## src/rtl/miriscv_timer.sv

```systemverilog
// rtl/miriscv_timer.sv - memory-mapped down-counting timer with prescaler and level interrupt
// Define MIRISCV_TIMER_ONESHOT_EN to build the CTRL.AUTO bit and the one-shot HALT state.
module miriscv_timer #(
  parameter int CNT_W   = 32,
  parameter int PRESC_W = 8
) (
  input  logic        clk,
  input  logic        reset,
  input  logic        dev_sel_i,
  input  logic        dev_we_i,
  input  logic [3:0]  dev_mask_i,
  input  logic [31:0] dev_addr_i,
  input  logic [31:0] dev_wr_data_i,
  input  logic        int_rst_i,
  output logic [31:0] dev_data_o,
  output logic        tmr_int_o
);

  typedef enum logic [1:0] {
    ST_IDLE = 2'd0,
    ST_RUN  = 2'd1,
    ST_HALT = 2'd2
  } state_e;

  state_e             state_q, state_d;
  logic               ie_q, ie_d;
  logic [PRESC_W-1:0] presc_q, presc_d;
  logic [PRESC_W-1:0] pcnt_q, pcnt_d;
  logic [CNT_W-1:0]   load_q, load_d;
  logic [CNT_W-1:0]   count_q, count_d;
  logic               pend_q, pend_d;
  logic               int_q, int_d;

  logic               auto_en;
  logic               auto_rd;
  logic               en;
  logic               wr, wr_ctrl, wr_load, wr_count, wr_status;
  logic               tick, expire;
  logic [31:0]        ctrl_rd, ctrl_wr;
  logic               unused_addr;

`ifdef MIRISCV_TIMER_ONESHOT_EN
  logic auto_q, auto_d;
  assign auto_en = auto_q;
  assign auto_rd = auto_q;
`else
  assign auto_en = 1'b1;
  assign auto_rd = 1'b0;
`endif

  function automatic logic [31:0] merge_bytes(input logic [31:0] old_val,
                                              input logic [31:0] new_val,
                                              input logic [3:0]  mask);
    logic [31:0] res;
    for (int b = 0; b < 4; b++)
      res[8*b +: 8] = mask[b] ? new_val[8*b +: 8] : old_val[8*b +: 8];
    return res;
  endfunction

  // EN is the software view of "not idle"; HALT keeps it reading 1.
  assign en          = (state_q != ST_IDLE);
  assign ctrl_rd     = (32'(presc_q) << 8) | {29'd0, ie_q, auto_rd, en};
  assign unused_addr = ^{dev_addr_i[31:4], dev_addr_i[1:0]};

  always_comb begin
    wr        = dev_sel_i & dev_we_i;
    wr_ctrl   = wr & (dev_addr_i[3:2] == 2'd0);
    wr_load   = wr & (dev_addr_i[3:2] == 2'd1);
    wr_count  = wr & (dev_addr_i[3:2] == 2'd2);
    wr_status = wr & (dev_addr_i[3:2] == 2'd3);
    ctrl_wr   = merge_bytes(ctrl_rd, dev_wr_data_i, dev_mask_i);
    tick      = (state_q == ST_RUN) && (pcnt_q == presc_q);
    expire    = tick && (count_q == '0);

    state_d = state_q;
    ie_d    = ie_q;
    presc_d = presc_q;
    pcnt_d  = pcnt_q;
    load_d  = load_q;
    count_d = count_q;
    pend_d  = pend_q;
`ifdef MIRISCV_TIMER_ONESHOT_EN
    auto_d  = auto_q;
`endif

    if (state_q == ST_RUN)
      pcnt_d = tick ? '0 : pcnt_q + 1'b1;
    if (tick)
      count_d = (count_q != '0) ? count_q - 1'b1 : (auto_en ? load_q : count_q);

    if (wr_ctrl) begin
      ie_d    = ctrl_wr[2];
      presc_d = ctrl_wr[8 +: PRESC_W];
`ifdef MIRISCV_TIMER_ONESHOT_EN
      auto_d  = ctrl_wr[1];
`endif
      if (presc_d != presc_q)
        pcnt_d = '0;
    end
    if (wr_load)
      load_d = CNT_W'(merge_bytes(32'(load_q), dev_wr_data_i, dev_mask_i));
    // A software COUNT write overrides the decrement/reload of the same cycle.
    if (wr_count)
      count_d = CNT_W'(merge_bytes(32'(count_q), dev_wr_data_i, dev_mask_i));

    if (int_rst_i || (wr_status && dev_mask_i[0] && dev_wr_data_i[0]))
      pend_d = 1'b0;
    if (expire)
      pend_d = 1'b1;

    case (state_q)
      ST_IDLE: begin
        if (wr_ctrl && ctrl_wr[0]) begin
          state_d = ST_RUN;
          pcnt_d  = '0;
        end
      end
      ST_RUN: begin
        if (wr_ctrl && !ctrl_wr[0])
          state_d = ST_IDLE;
`ifdef MIRISCV_TIMER_ONESHOT_EN
        else if (expire && !auto_en)
          state_d = ST_HALT;
`endif
      end
`ifdef MIRISCV_TIMER_ONESHOT_EN
      ST_HALT: begin
        if (wr_ctrl && !ctrl_wr[0])
          state_d = ST_IDLE;
      end
`endif
      default: state_d = ST_IDLE;
    endcase

    int_d = pend_d & ie_d;
  end

  always_ff @(posedge clk or posedge reset) begin
    if (reset) begin
      state_q <= ST_IDLE;
      ie_q    <= 1'b0;
      presc_q <= '0;
      pcnt_q  <= '0;
      load_q  <= '0;
      count_q <= '0;
      pend_q  <= 1'b0;
      int_q   <= 1'b0;
`ifdef MIRISCV_TIMER_ONESHOT_EN
      auto_q  <= 1'b0;
`endif
    end else begin
      state_q <= state_d;
      ie_q    <= ie_d;
      presc_q <= presc_d;
      pcnt_q  <= pcnt_d;
      load_q  <= load_d;
      count_q <= count_d;
      pend_q  <= pend_d;
      int_q   <= int_d;
`ifdef MIRISCV_TIMER_ONESHOT_EN
      auto_q  <= auto_d;
`endif
    end
  end

  assign tmr_int_o = int_q;

  always_comb begin
    case (dev_addr_i[3:2])
      2'd0:    dev_data_o = ctrl_rd;
      2'd1:    dev_data_o = 32'(load_q);
      2'd2:    dev_data_o = 32'(count_q);
      default: dev_data_o = {31'd0, pend_q};
    endcase
  end

endmodule

```

## config.mk

```make
export PLATFORM = sky130hd
export DESIGN_NAME = miriscv_timer
export DESIGN_NICKNAME = d
export VERILOG_FILES = /design/src/rtl/miriscv_timer.sv
export SDC_FILE = /design/constraint.sdc
export NUM_CORES = 1
export LEC_CHECK = 0
export CAP_MARGIN = 5
export CORE_UTILIZATION = 40
export DETAILED_ROUTE_END_ITERATION = 10
export GPL_ROUTABILITY_DRIVEN = 0
export PLACE_DENSITY = 0.67
export SYNTH_ARGS = -nofsm -noshare
export SYNTH_HDL_FRONTEND = slang
export SYNTH_SLANG_ARGS = --single-unit
```

## constraint.sdc

```tcl
create_clock -name clk -period 7.25 [get_ports clk]
set_input_delay 1.0875 -clock clk [delete_from_list [all_inputs] [get_ports clk]]
set_output_delay 1.0875 -clock clk [all_outputs]
set_load 0.005 [all_outputs]
```

### Word-level counts from Yosys, hierarchy flattened

Index checks and enable logic that the tools add are counted.

* multiplexer cells: 22
* eq/ne operators: 12
* div/mod/pow operators: 0
* $add $sub $neg: 2
* magnitude comparators: 0
* reductions and logical operators: 23
* bitwise gates (word level): 7
* $mul: 0
* shifts and indexed selects: 0

Operators with widths (count)
* $mux W32: 3
* $pmux W32 S3: 1
* $mux W8: 11
* $logic_not A32 Y1: 1
* $reduce_bool A32 Y1: 1
* $sub A32 B1 Y32 const B: 1
* $reduce_and A2 Y1: 9
* $or A16 B3 Y16: 1
* $ne A2 B2 Y1 const B: 5
* $add A8 B1 Y8 const B: 1
* $eq A8 B8 Y1: 1
* $ne A8 B8 Y1: 1
* $and A1 B1 Y1: 6
* $logic_and A1 B1 Y1: 6
* $eq A2 B1 Y1 const B: 2
* $eq A2 B2 Y1 const B: 2
* $logic_not A2 Y1: 2
* $mux W2: 2
* $pmux W2 S2: 1
* $reduce_bool A2 Y1: 2
* $mux W1: 3
* $mux W3: 1
* $ne A2 B1 Y1 const B: 1
* $logic_not A1 Y1: 1
* $logic_or A1 B1 Y1: 1

* memories: 0
* RAM bits: 0
* register bits after elaboration: 85
* bits in read-only memories: 0
* bits in latches: 0
* word-level logic and storage cells: 80
* output and inout port bits: 33
* input port bits: 73

### Depth between registers and ports, before layout

* depth in word-level cells: 8
* gate-level depth with buffers: 9
* depth with buffers taken out: 8

### Least setup slack after synthesis

Ideal clock, no wire load.

* path type: input-to-output
* start: input port dev_addr_i[3]
* end: output port dev_data_o[16]
* setup slack: 4.330 ns
* buffers on the path: 2
* stages on the path: 4
* arrival: 1.832 ns
* required time: 6.162 ns
* cell sequence: nor2b_1 > clkbuf_1 > clkbuf_1 > a22o_1

* cells in the longest elaborated chain, start to end: 2
* elaborated cells between the ends (all ways): 4
* those cells by class: 2 x eq/ne; 1 x mux; 1 x reduce/logical

Ends and longest elaborated chain
* start: declaration: RTL line 12 `input logic [31:0] dev_addr_i,`
* $eq A2 B2 Y1 (tied with other cells): RTL line 169 `case (dev_addr_i[3:2])`
* $pmux W32 S3 *: RTL line 169
* end: declaration: RTL line 15 `output logic [31:0] dev_data_o,`

Mark *: on every way between the ends. The rest lies on a longest branch, timed or not.

### Final worst setup path

* start: input port dev_addr_i[3]
* end: output port dev_data_o[7]

The elaborated chain is that of the path after synthesis.

==> metrics list <==
- In this run the cell area of the synthesized design comes to 5256 sq um.
- Of all nets on the critical path, the largest fanout is 24.
- Number of top-level pins: 106
* Ranking of synthesized cells by area: dfrtp_1, mux2_2, xnor2_1
- Summing all multi-input logic gate instances after layout gives 2983 sq um.
- After layout, the minimum clock period comes to 5.091 ns.
- In this run the remaining antenna-violating nets after routing total 0.
- After synthesis the netlist holds a flip-flop and latch count of 84.
* CP top delay family: buffers and inverters
* Highest ir drop seen on vdd: 0.1106 mV
- The floorplan has 41 rows.
- The final number of hold-violating endpoints was 0.
* Wire length per cell after detailed routing: 18.04 um
- Clock share of power: 23.6%
- Clock H-tree levels: 3
- The total overflow left after global routing is 0.
- The library cell used most frequently in the layout, excluding fill and tap cells, is dfrtp_1.
- Finish-stage setup viols: 0
- Internal power contribution: 1.220 mW
- Post-CTS setup buffer count: 0
* Via total after detailed routing: between 4k and 5k
* Worst Path Class, Setup: primary input to primary output
- Area of all sequential standard cells: between 2000 and 2500 sq um
- EDFF count, synth: 0
- In the final timing run, aggregate negative setup slack is 0 ns.
- Crit path capture type: primary output
* Kind of launch point of the worst setup path: primary input
- Summed over all nets, the switching power comes to 0.6792 mW.
- First-pass GRT wire length: 23140 um
- For the final database, setup skew stands at between 0.006 and 0.007 ns.
- Once the floorplan was initialized, standard cells occupied 41.32% of the core.
* Filler Cell Count: 1241
- YS warnings: 0
* Worst min-delay path category: register to register
- Post-detail-place hpwl: 10060 um
- Portion of synthesized cell area occupied by the leading cell type: 39.99%
- Pwr dens: around 300 nW/um^2
- Share of total power in combinational logic: between 30% and 40%
- Library cell with the largest summed area after synthesis: dfrtp_1
- IO Port Bufs: 75
- Maximum achievable frequency: just under 200 MHz
* Clock tree root driver cell: clkbuf_16
- The number of clock buffers added by TritonCTS is 9.
* Pin count of the biggest net entering global routing: 85
- The largest individual stage delay along the critical path comes from the cell nor2b_2.
* Number of DRC markers in iteration 0: 301
- The final layout contains routed wiring with a total length of 14220 um.
- Total core area: roughly 13000 sq um
* Combined global-route utilization of all metal layers: around 22%
- Top FF cell, synth: dfrtp_1
* Post-route worst hold slack: just over 0.5 ns
* Commonest cells after routing, fill and taps aside: dfrtp_1, clkdlybuf4s50_1, nand2_1
- At the later pin of the worst-skew pair, clock insertion delay measures 0.34 ns.
* Headroom to the max-slew limit: about 18%
* DR vias/cell: between 5 and 6
- The final critical path takes up 70.23% of the cycle.
- From synthesis to final layout, the design area changed by 21.99%.
- Number of distinct standard cells referenced by the synthesized netlist: 59
- Cells along the critical path: clkdlybuf4s50_1 > nor2b_2 > a22o_1 > clkdlybuf4s50_1
- Antenna fix cells: 0
- At the pin with the least slew margin, the transition time is 1.230 ns.
* Fraction of layout instances using a drive strength above 1: 12.66%
- Counting both buffers and inverters, the worst setup path holds a total of 2.
- Portion of total power attributed to sequential cells: 44.7%
- Net Count, Synth: 629
* Average size of a mapped cell: 9.505 sq um
* Arrival time reported for the critical path endpoint: approximately 4 ns
* Clock sinks: 84
- After detailed routing, the number of remaining DRC violations is 0.
- For this run, asynchronously set or reset flops after synthesis account for 100.0%.
- Antenna violations before repair: 0
- By instance count, the cell type seen most on the critical path is clkdlybuf4s50_1.
- Status: finished clean
- The die covers 13600 sq um.
- The floorplan step set the die height to between 100 and 150 um.
- Delay contributed by the slowest stage of the critical path: 1.11 ns
- Max Transition Viols Final: 0
- Of the synthesized area, sequential elements account for 39.99%.
- Leakage power total: 2.558 nW
* Switching portion of total power: 35.76%
- The final layout contains roughly 690 nets.
- Gates resized during post-CTS repair numbered 0.
* RSZ-0062 raised after global routing: no
* Clock transition at the registers of the reported paths: 0.06 ns
- The first detailed-routing pass ran for 7 iterations.
- After clock tree synthesis, the flow added hold-fix buffers numbering 0.
- Data required, critical path: 6.16 ns
- Worst-case clock buffer depth: 2
- Counting every instance in the synthesized netlist gives 553.
- Max-cap violations in this run came to 0.
- The via count of the first global-routing pass was 4465.
- The die is 116.6 um wide.
- CTS tree: built
through the flow:
stage               cell area [sq um]  utilization [%]  total power [mW]  cells  worst slack [ns]
global route                     6412            50.40             2.029    788             2.019
finish                           6412            50.40             1.899    788             2.159
CTS                              6412            50.40             1.905    788             2.197
detailed placement               6123            48.13             1.453    773             2.197
global placement                 6123            48.13             1.426    773             2.259
floorplan                        5256                -             1.229    553             3.997
flip-flops by register name, indices dropped and copies added (netlist names):
name / count
state_q: 1
load_q: 32
count_q: 32
ie_q: 1
tmr_int_o: 1
pend_q: 1
pcnt_q: 8
presc_q: 8
metal layers:
metal  GRT usage, %  wire (um)  up-vias
li1               -          -     2178
met5              0          0        -
met4          7.004        223        0
met3          5.241        748       20
met2          36.09       6823      127
met1          29.58       6420     2218
path summary, 6_finish.rpt:
| kind | startpoint | end | slack, ns | depth (start not counted) |
|---|---|---|---|---|
| min in group asynchronous | reset | pcnt_q[2] | 1.42 | 3 |
| min | ie_q | ie_q | 0.52 | 1 |
| max reg2reg | count_q[4] | count_q[17] | 3.99 | 6 |
| max in group asynchronous | reset | load_q[20] | 5.14 | 3 |
| min reg2reg | ie_q | ie_q | 0.52 | 1 |
| max | dev_addr_i[3] | dev_data_o[7] | 2.16 | 4 |
worst register-to-register path, cell delays in order (launching register included):
cell     delay [ns]
dfrtp_1        0.47
or4_4          0.64
nor4_4         0.35
nand4_2        0.86
nor3_1         0.43
nor3_1         0.08
a311o_1        0.31
kinds of logic after synthesis:
logic type                 after synthesis  share of synthesized area (%)
AOI/OAI and AO/OA                      128                          15.47
xor gates and xnor gates                43                          7.165
adders and majority gates                3                         0.7142
buffers and inverters                   41                          3.356
DFF                                     84                          39.99
muxes                                   62                          13.04
and+or+nand+nor                        192                          20.26
synth_stat cells (3+ instances only):
library cell / instances
a211o_1: 4
a21oi_1: 30
a22o_1: 22
a31oi_1: 3
and2_1: 5
and3_1: 6
and4_1: 4
buf_2: 3
clkbuf_1: 24
dfrtp_1: 84
ha_1: 3
inv_1: 8
mux2_2: 42
mux2i_1: 19
nand2_1: 51
nand2b_1: 7
nand3_1: 18
nand4_1: 15
nor2_1: 27
nor2b_1: 4
nor3_1: 15
nor4_1: 11
nor4_2: 3
o21ai_0: 36
o22ai_1: 17
o31ai_1: 3
or3_1: 7
or4_1: 5
xnor2_1: 33
xor2_1: 10
cell type report:
| class | instances | area share (%) |
|---|---|---|
| Multi-Input combinational cell | 428 | 46.52 |
| Tap cell | 172 | 3.356 |
| Sequential cell | 84 | 32.78 |
| Clock inverter | 1 | 0.07805 |
| Clock buffer | 14 | 4.429 |
| Timing Repair Buffer | 80 | 12.29 |
| Inverter | 9 | 0.5463 |
power groups by stage:
stage                     sequential [mW]  clock (mW)  combinational, mW
after floorplan                     0.744           0              0.485
after global placement              0.844           0              0.583
after detailed placement            0.853           0              0.600
after CTS                           0.845       0.455              0.605
after global routing                0.877       0.472              0.680
final                               0.848       0.447              0.604
Power figures use the tool's default switching activity.
